`src/rtl/trivium_pkg.sv`:
```
// Shared types and constants for the Trivium sequencing controller.
package trivium_pkg;

   localparam int TRIVIUM_KEY_W     = 80;
   localparam int TRIVIUM_IV_W      = 80;
   localparam int TRIVIUM_WARMUP    = 1152;
   localparam int TRIVIUM_CFG_BYTES = (TRIVIUM_KEY_W + TRIVIUM_IV_W) / 8;

   typedef enum logic [1:0] {
      ST_IDLE   = 2'd0,
      ST_LOAD   = 2'd1,
      ST_WARMUP = 2'd2,
      ST_RUN    = 2'd3
   } state_e;

endpackage

```
`src/rtl/trivium_ctrl_if.sv`:
```
// Byte-wide configuration input and keystream output handshakes.
// master = host side (supplies key/IV bytes, consumes keystream bytes).
// slave  = controller side.
interface trivium_ctrl_if;

   logic [7:0] cfg_data;
   logic       cfg_valid;
   logic       cfg_ready;
   logic [7:0] ks_data;
   logic       ks_valid;
   logic       ks_ready;

   modport master (
      output cfg_data, cfg_valid, ks_ready,
      input  cfg_ready, ks_data, ks_valid
   );

   modport slave (
      input  cfg_data, cfg_valid, ks_ready,
      output cfg_ready, ks_data, ks_valid
   );

endinterface

```
`src/rtl/ks_byte_packer.sv`:
```
// Packs keystream bits into bytes, first bit in bit 7. Holds the core
// with seven bits pending while a finished byte is still unread.
module ks_byte_packer (
   input  logic       clk,
   input  logic       rst,      // synchronous clear (reset or abort)
   input  logic       i_run,    // controller is in RUN
   input  logic       i_bit,    // core output bit for the current step
   output logic       o_en,     // core may advance this cycle
   output logic [7:0] o_data,
   output logic       o_valid,
   input  logic       i_ready
);

   // Seven pending bits; the eighth goes straight into the output byte.
   logic [6:0] r_col;
   logic [2:0] r_bitcnt;
   logic [7:0] r_data;
   logic       r_valid;
   logic       w_last;
   logic       w_stall;
   logic       w_en;

   assign w_last  = (r_bitcnt == 3'd7);
   assign w_stall = w_last && r_valid && !i_ready;
   assign w_en    = i_run && !w_stall;

   assign o_en    = w_en;
   assign o_data  = r_data;
   assign o_valid = r_valid;

   // Collect bits and publish a byte when its eighth bit arrives.
   // NOTE: sequential state uses <= so every register samples pre-edge values.
   always_ff @(posedge clk) begin
      if (rst) begin
         r_col    <= '0;
         r_bitcnt <= '0;
         r_data   <= '0;
         r_valid  <= 1'b0;
      end else begin
         if (r_valid && i_ready) begin
            r_valid <= 1'b0;
         end
         if (w_en) begin
            r_col    <= {r_col[5:0], i_bit};
            r_bitcnt <= r_bitcnt + 3'd1;
            // A new byte overrides the drain above; the stall guarantees
            // the output register is empty or being read this cycle.
            if (w_last) begin
               r_data  <= {r_col, i_bit};
               r_valid <= 1'b1;
            end
         end
      end
   end

endmodule

```
`src/rtl/trivium_ctrl.sv`:
```
// Sequencing controller for the Trivium core: byte-serial key/IV load,
// load strobe, fixed warm-up, then byte-packed keystream output.
module trivium_ctrl
   import trivium_pkg::*;
#(
   parameter int WARMUP_CYCLES = TRIVIUM_WARMUP,
   parameter int CFG_BYTES     = TRIVIUM_CFG_BYTES
) (
   input  logic                     clk,
   input  logic                     rst,
   input  logic                     i_abort,
   trivium_ctrl_if.slave            bus,
   output logic                     o_busy,
   output logic [1:0]               o_state,
   output logic [TRIVIUM_KEY_W-1:0] o_core_key,
   output logic [TRIVIUM_IV_W-1:0]  o_core_iv,
   output logic                     o_core_load,
   output logic                     o_core_en,
   input  logic                     i_core_ks_bit
);

   localparam int CHAIN_W = TRIVIUM_KEY_W + TRIVIUM_IV_W;
   localparam int WCW     = $clog2(WARMUP_CYCLES + 1);
   localparam int BCW     = $clog2(CFG_BYTES);
   localparam logic [WCW-1:0] WARM_LAST = WCW'(WARMUP_CYCLES - 1);
   localparam logic [BCW-1:0] BYTE_LAST = BCW'(CFG_BYTES - 1);

   state_e               r_state;
   state_e               w_state_nxt;
   logic [BCW-1:0]       r_bytecnt;
   logic [WCW-1:0]       r_wcnt;
   logic [CHAIN_W-1:0]   r_chain;
   logic                 r_load;
   logic                 r_busy;
   logic                 w_clr;
   logic                 w_accept;
   logic                 w_last_byte;
   logic                 w_warm_done;
   logic                 w_pk_en;

   // Abort behaves exactly like reset and wins over everything else.
   assign w_clr       = rst | i_abort;
   assign bus.cfg_ready = (r_state == ST_IDLE);
   assign w_accept    = bus.cfg_valid && bus.cfg_ready;
   assign w_last_byte = w_accept && (r_bytecnt == BYTE_LAST);
   assign w_warm_done = (r_wcnt == WARM_LAST);

   assign o_state     = r_state;
   assign o_busy      = r_busy;
   assign o_core_load = r_load;
   assign o_core_key  = r_chain[CHAIN_W-1 -: TRIVIUM_KEY_W];
   assign o_core_iv   = r_chain[TRIVIUM_IV_W-1:0];
   assign o_core_en   = (r_state == ST_WARMUP) | w_pk_en;

   // State register.
   always_ff @(posedge clk) begin
      if (w_clr) r_state <= ST_IDLE;
      else       r_state <= w_state_nxt;
   end

   // Next-state decode.
   // NOTE: default assignment first, so no path leaves w_state_nxt unassigned (no latch).
   always_comb begin
      w_state_nxt = r_state;
      case (r_state)
         ST_IDLE:   if (w_last_byte) w_state_nxt = ST_LOAD;
         ST_LOAD:   w_state_nxt = ST_WARMUP;
         ST_WARMUP: if (w_warm_done) w_state_nxt = ST_RUN;
         ST_RUN:    w_state_nxt = ST_RUN;
         default:   w_state_nxt = ST_IDLE;
      endcase
   end

   // Key/IV shift chain, MSB first: byte 0 ends at key[79:72], last byte at iv[7:0].
   // NOTE: the chain is cleared on reset because the core key/IV outputs must read zero.
   always_ff @(posedge clk) begin
      if (w_clr) begin
         r_bytecnt <= '0;
         r_chain   <= '0;
      end else if (w_accept) begin
         r_chain   <= {r_chain[CHAIN_W-9:0], bus.cfg_data};
         r_bytecnt <= w_last_byte ? '0 : r_bytecnt + BCW'(1);
      end
   end

   // Warm-up step counter; sits at zero outside WARMUP.
   always_ff @(posedge clk) begin
      if (w_clr)                    r_wcnt <= '0;
      else if (r_state == ST_WARMUP) r_wcnt <= r_wcnt + WCW'(1);
      else                          r_wcnt <= '0;
   end

   // Registered load strobe and busy flag, decoded from the next state.
   always_ff @(posedge clk) begin
      if (w_clr) begin
         r_load <= 1'b0;
         r_busy <= 1'b0;
      end else begin
         r_load <= (w_state_nxt == ST_LOAD);
         r_busy <= (w_state_nxt == ST_LOAD) || (w_state_nxt == ST_WARMUP);
      end
   end

   ks_byte_packer u_packer (
      .clk     (clk),
      .rst     (w_clr),
      .i_run   (r_state == ST_RUN),
      .i_bit   (i_core_ks_bit),
      .o_en    (w_pk_en),
      .o_data  (bus.ks_data),
      .o_valid (bus.ks_valid),
      .i_ready (bus.ks_ready)
   );

endmodule
```
`src/flat_wrapper.sv`:
```
// flat-port wrapper written by rule: the top's interface ports become plain ports
module trivium_ctrl_flat import trivium_pkg::*;
#(
   parameter int WARMUP_CYCLES = TRIVIUM_WARMUP,
   parameter int CFG_BYTES     = TRIVIUM_CFG_BYTES
)
  (clk, rst, i_abort, o_busy, o_state, o_core_key, o_core_iv, o_core_load, o_core_en, i_core_ks_bit, bus_cfg_data, bus_cfg_valid, bus_ks_ready, bus_cfg_ready, bus_ks_data, bus_ks_valid);
  trivium_ctrl_if bus_i ();
  input  logic clk;
  input  logic rst;
  input  logic i_abort;
  output logic o_busy;
  output logic [1:0] o_state;
  output logic [TRIVIUM_KEY_W-1:0] o_core_key;
  output logic [TRIVIUM_IV_W-1:0] o_core_iv;
  output logic o_core_load;
  output logic o_core_en;
  input  logic i_core_ks_bit;
  input wire logic [$bits(bus_i.cfg_data)-1:0] bus_cfg_data;
  input wire logic [$bits(bus_i.cfg_valid)-1:0] bus_cfg_valid;
  input wire logic [$bits(bus_i.ks_ready)-1:0] bus_ks_ready;
  output wire logic [$bits(bus_i.cfg_ready)-1:0] bus_cfg_ready;
  output wire logic [$bits(bus_i.ks_data)-1:0] bus_ks_data;
  output wire logic [$bits(bus_i.ks_valid)-1:0] bus_ks_valid;
  assign bus_i.cfg_data = bus_cfg_data;
  assign bus_i.cfg_valid = bus_cfg_valid;
  assign bus_i.ks_ready = bus_ks_ready;
  assign bus_cfg_ready = bus_i.cfg_ready;
  assign bus_ks_data = bus_i.ks_data;
  assign bus_ks_valid = bus_i.ks_valid;
  trivium_ctrl #(.WARMUP_CYCLES(WARMUP_CYCLES), .CFG_BYTES(CFG_BYTES)) u_core (.clk(clk), .rst(rst), .i_abort(i_abort), .bus(bus_i), .o_busy(o_busy), .o_state(o_state), .o_core_key(o_core_key), .o_core_iv(o_core_iv), .o_core_load(o_core_load), .o_core_en(o_core_en), .i_core_ks_bit(i_core_ks_bit));
endmodule
```
`config.mk`:
```
export PLATFORM = sky130hd
export DESIGN_NAME = trivium_ctrl_flat
export DESIGN_NICKNAME = d
export VERILOG_FILES = /design/src/rtl/trivium_pkg.sv /design/src/rtl/trivium_ctrl_if.sv /design/src/rtl/ks_byte_packer.sv /design/src/rtl/trivium_ctrl.sv /design/src/flat_wrapper.sv
export SDC_FILE = /design/constraint.sdc
export NUM_CORES = 1
export LEC_CHECK = 0
export CAP_MARGIN = 20
export CORE_MARGIN = 4
export CORE_UTILIZATION = 39
export DETAILED_ROUTE_END_ITERATION = 12
export GPL_ROUTABILITY_DRIVEN = 0
export PLACE_DENSITY = 0.67
export SLEW_MARGIN = 20
export SYNTH_ARGS = -nofsm -noshare
export SYNTH_HDL_FRONTEND = slang
export SYNTH_SLANG_ARGS = --single-unit
```
`constraint.sdc`:
```
create_clock -name clk -period 2.2 [get_ports clk]
set_input_delay 0.22 -clock clk [delete_from_list [all_inputs] [get_ports clk]]
set_output_delay 0.22 -clock clk [all_outputs]
set_load 0.05 [all_outputs]
```
==> results.toml, run 1 <==
[drt]
postRouteAntennaNets = 0
drcViolationCount = 0
vias_per_cell = 4.92
dr.pass1.iters = 5
vias = 6303
drt-total-wl_mm = 18.3
routedWlPerCell_microns = 14.3
drtIter0Drc = 374

[critical_path]
critPathCapture = "o_core_en"
cp.arrival_ns = 1.87
critical_path_class = "reg2out"
startpoint_type = "flop"
cp.required_ns = 1.98
r2r_end = "u_core.o_busy$_SDFF_PP0_"
rrSetupSlack_ns = 0.41
reg2reg_depth = 5
crit_start = "u_core.u_packer.r_bitcnt[0]$_SDFFE_PP0P_"
crit_fanout = 12
end_kind = "output pin"
r2r_start = "u_core.r_wcnt[7]$_SDFF_PP0_"

[cells_and_area]
nFillCells = 1751
syn2layout_area_growth_pct = 37.8
seq_area_sq_mm = 0.00398
num_antenna_cells = 0
nets = 1058
final_cell_mix = "nand2_1, dfxtp_1, a21oi_1"
multi_input_area_sq_mm = 0.00283
final_common_cell = "nand2_1"
final_layout_size_suffix_gt1_frac = 0.0457

[timing]
fmax_mhz = 478
tightest_slew_ns = 0.595
hold_ws_ns = 0.336
fin_crit_sh = 0.951
min_period_ns = 2.09
final-hold-violation-count = 0
grt_setup_unrepaired = "no"
maxSlewViolCount = 0
slew_headroom = 0.602
fin_skew_ns = 0.0111
setup_viol = 0
fin_tns_setup_ns = 0

[job]
cap_violations = 0

[global_route]
grt_util_all_layers = 0.178
grt_max_degree = 80
grt_pass1_vias = 5845
grt_remaining_overflow = 0
antenna_found_initial = 0
grt_pass1_wl_mm = 29.8

[power]
pwr-share-clk = 0.457
p_seq_frac = 0.507
ir_worst_vdd_mv = 0.592
p_sw_mw = 1.62
power_mw = 7.12
pwr-share-comb = 0.036
power_density_mw_per_mm2 = 728
swShare = 0.228
internal_power_mw = 5.50
power.leakage_nw = 3.08

[synthesis]
synth_area_sq_mm = 0.00710
ys_types = 33
syn-instance-count = 885
yosys-top-cells-area = "dfxtp_1, nand2_1, a21oi_1, clkbuf_1, nand3_1"
yosys.area.top_type = "dfxtp_1"
synth.avg_cell_area_sq_um = 8.02
synth_nets = 904
ys_warn_count = 0
seq_area_frac_synth = 0.561
synth_seq_cells = 199
yosys.area.top_type_share = 0.561

[placed_design]
hpwl_mm = 12.1
port_buffers = 188

[clock_network]
clockRootBuffer = "clkbuf_16"
clk_pin_slew_worst_paths_ns = 0.08
insertion_delay_ns = 0.43
cts_inserted_buffers = 17
cts_sinks = 199
cts_tree = "done"
htree_levels = 4
clock_tree.buffer_depth = 2

[floorplanning]
die_w_microns = 143
die_h_microns = 143
core_area_sq_mm = 0.0180
start_util = 0.395
io-pin-count = 189
rows = 49
dieArea_sq_mm = 0.0204

[outcome]
status = "complete, no violations"

[hold_path]
min_path_type = "in2reg"
[power groups by stage]
stage / logic (mW) / registers, mW / clock network, mW
5_1_grt: 0.279 / 3.61 / 3.49
3_3_place_gp: 0.260 / 3.70 / 0
4_1_cts: 0.260 / 3.61 / 3.34
6_report: 0.256 / 3.61 / 3.25
3_5_place_dp: 0.259 / 3.70 / 0
2_1_floorplan: 0.146 / 3.72 / 0
[Yosys cell counts]
library cell	number
nand2_1	330
nand3_1	26
buf_2	14
or2_2	1
nand2b_1	1
ha_1	5
xnor2_1	1
or4b_1	1
dfxtp_1	199
a21boi_0	1
clkbuf_8	2
a211o_1	1
buf_1	1
nand3b_1	2
or3b_1	1
buf_6	3
a31oi_1	1
nand4bb_1	1
xor2_1	2
and2_1	3
and3_1	1
clkbuf_1	44
nor2b_1	3
nor2_1	9
or3_2	1
or4_1	3
o31ai_1	3
a21oi_1	190
nor3b_1	3
o21ai_0	23
and3b_1	1
nand4_1	1
or3_1	7
[critical path, stage by stage, from the launching register on]
cell	delay (ns)
dfxtp_1	0.33
ha_1	0.19
ha_1	0.21
and3b_1	0.32
a21boi_2	0.24
buf_12	0.16
[sequential cells by signal (all words and copies together) (netlist names)]
signal	cells
u_core.r_wcnt	11
u_core.r_chain	160
u_core.u_packer.o_valid	1
u_core.r_bytecnt	5
u_core.u_packer.r_bitcnt	3
u_core.u_packer.r_col	7
u_core.o_busy	1
u_core.u_packer.o_data	8
u_core.o_state	2
u_core.o_core_load	1
[worst min-delay path by stage]
stage	from	endpoint	slack [ns]	cells after the start
floorplan	bus_cfg_data[0]	u_core.r_chain[0]$_SDFFE_PP0P_	0.36	2
global placement	u_core.r_wcnt[0]$_SDFF_PP0_	u_core.r_wcnt[0]$_SDFF_PP0_	0.43	1
detailed placement	u_core.r_wcnt[0]$_SDFF_PP0_	u_core.r_wcnt[0]$_SDFF_PP0_	0.44	1
CTS	bus_cfg_data[4]	u_core.r_chain[4]$_SDFFE_PP0P_	0.32	3
global route	bus_cfg_data[5]	u_core.r_chain[5]$_SDFFE_PP0P_	0.33	3
finish	bus_cfg_data[5]	u_core.r_chain[5]$_SDFFE_PP0P_	0.34	3
[timing repair]
| action | in CTS | in global routing |
|---|---|---|
| setup endpoints to repair | 0 | 3 |
| setup buffers | 0 | 0 |
| hold buffers | 0 | 0 |
| resized for setup | 0 | 3 |
[stage by stage]
step	utilization	cells	worst slack, ns	instance area [sq um]
floorplan	-	885	0.162	7100
global placement	0.510	1249	0.325	9160
detailed placement	0.510	1249	0.274	9160
CTS	0.544	1280	0.0131	9780
global route	0.545	1280	0.0145	9790
finish	0.545	1280	0.107	9790
[layer usage]
metal | vias up | global-route usage | routed length (microns)
li1 | 3220 | - | -
met2 | 149 | 0.263 | 8110
met5 | - | 0 | 0
met4 | 0 | 0.0540 | 235
met3 | 16 | 0.0784 | 1700
met1 | 2918 | 0.237 | 8270
[final cells by class]
class,count,share of cell area
flip-flops and latches,199,0.407
clock inverters,14,0.0198
well taps,229,0.0293
multi-input cells,622,0.289
clock buffers,17,0.0435
repair buffers,199,0.211
[logic make-up after synthesis]
| kind of cell | share of synthesized area |
|---|---|
| AO/OA/AOI/OAI | 0.157 |
| XOR/XNOR | 0.00370 |
| buffers and inverters | 0.0423 |
| flip-flops | 0.561 |
| adder cells (fa/ha/maj) | 0.00881 |
| AND/OR/NAND/NOR | 0.228 |
No activity file was read; power rests on OpenSTA's default activity.
==> run 2, diff against run 1 <==
--- a/config.mk
+++ b/config.mk
@@ -8,6 +8,7 @@
 export CAP_MARGIN = 20
 export CORE_MARGIN = 4
 export CORE_UTILIZATION = 39
+export CTS_BUF_LIST = sky130_fd_sc_hd__clkbuf_4 sky130_fd_sc_hd__clkbuf_8 sky130_fd_sc_hd__clkbuf_16
 export DETAILED_ROUTE_END_ITERATION = 12
 export GPL_ROUTABILITY_DRIVEN = 0
 export PLACE_DENSITY = 0.67
==> results of run 2 <==
No change in the layout: final DEF, timing and power equal those of run 1.
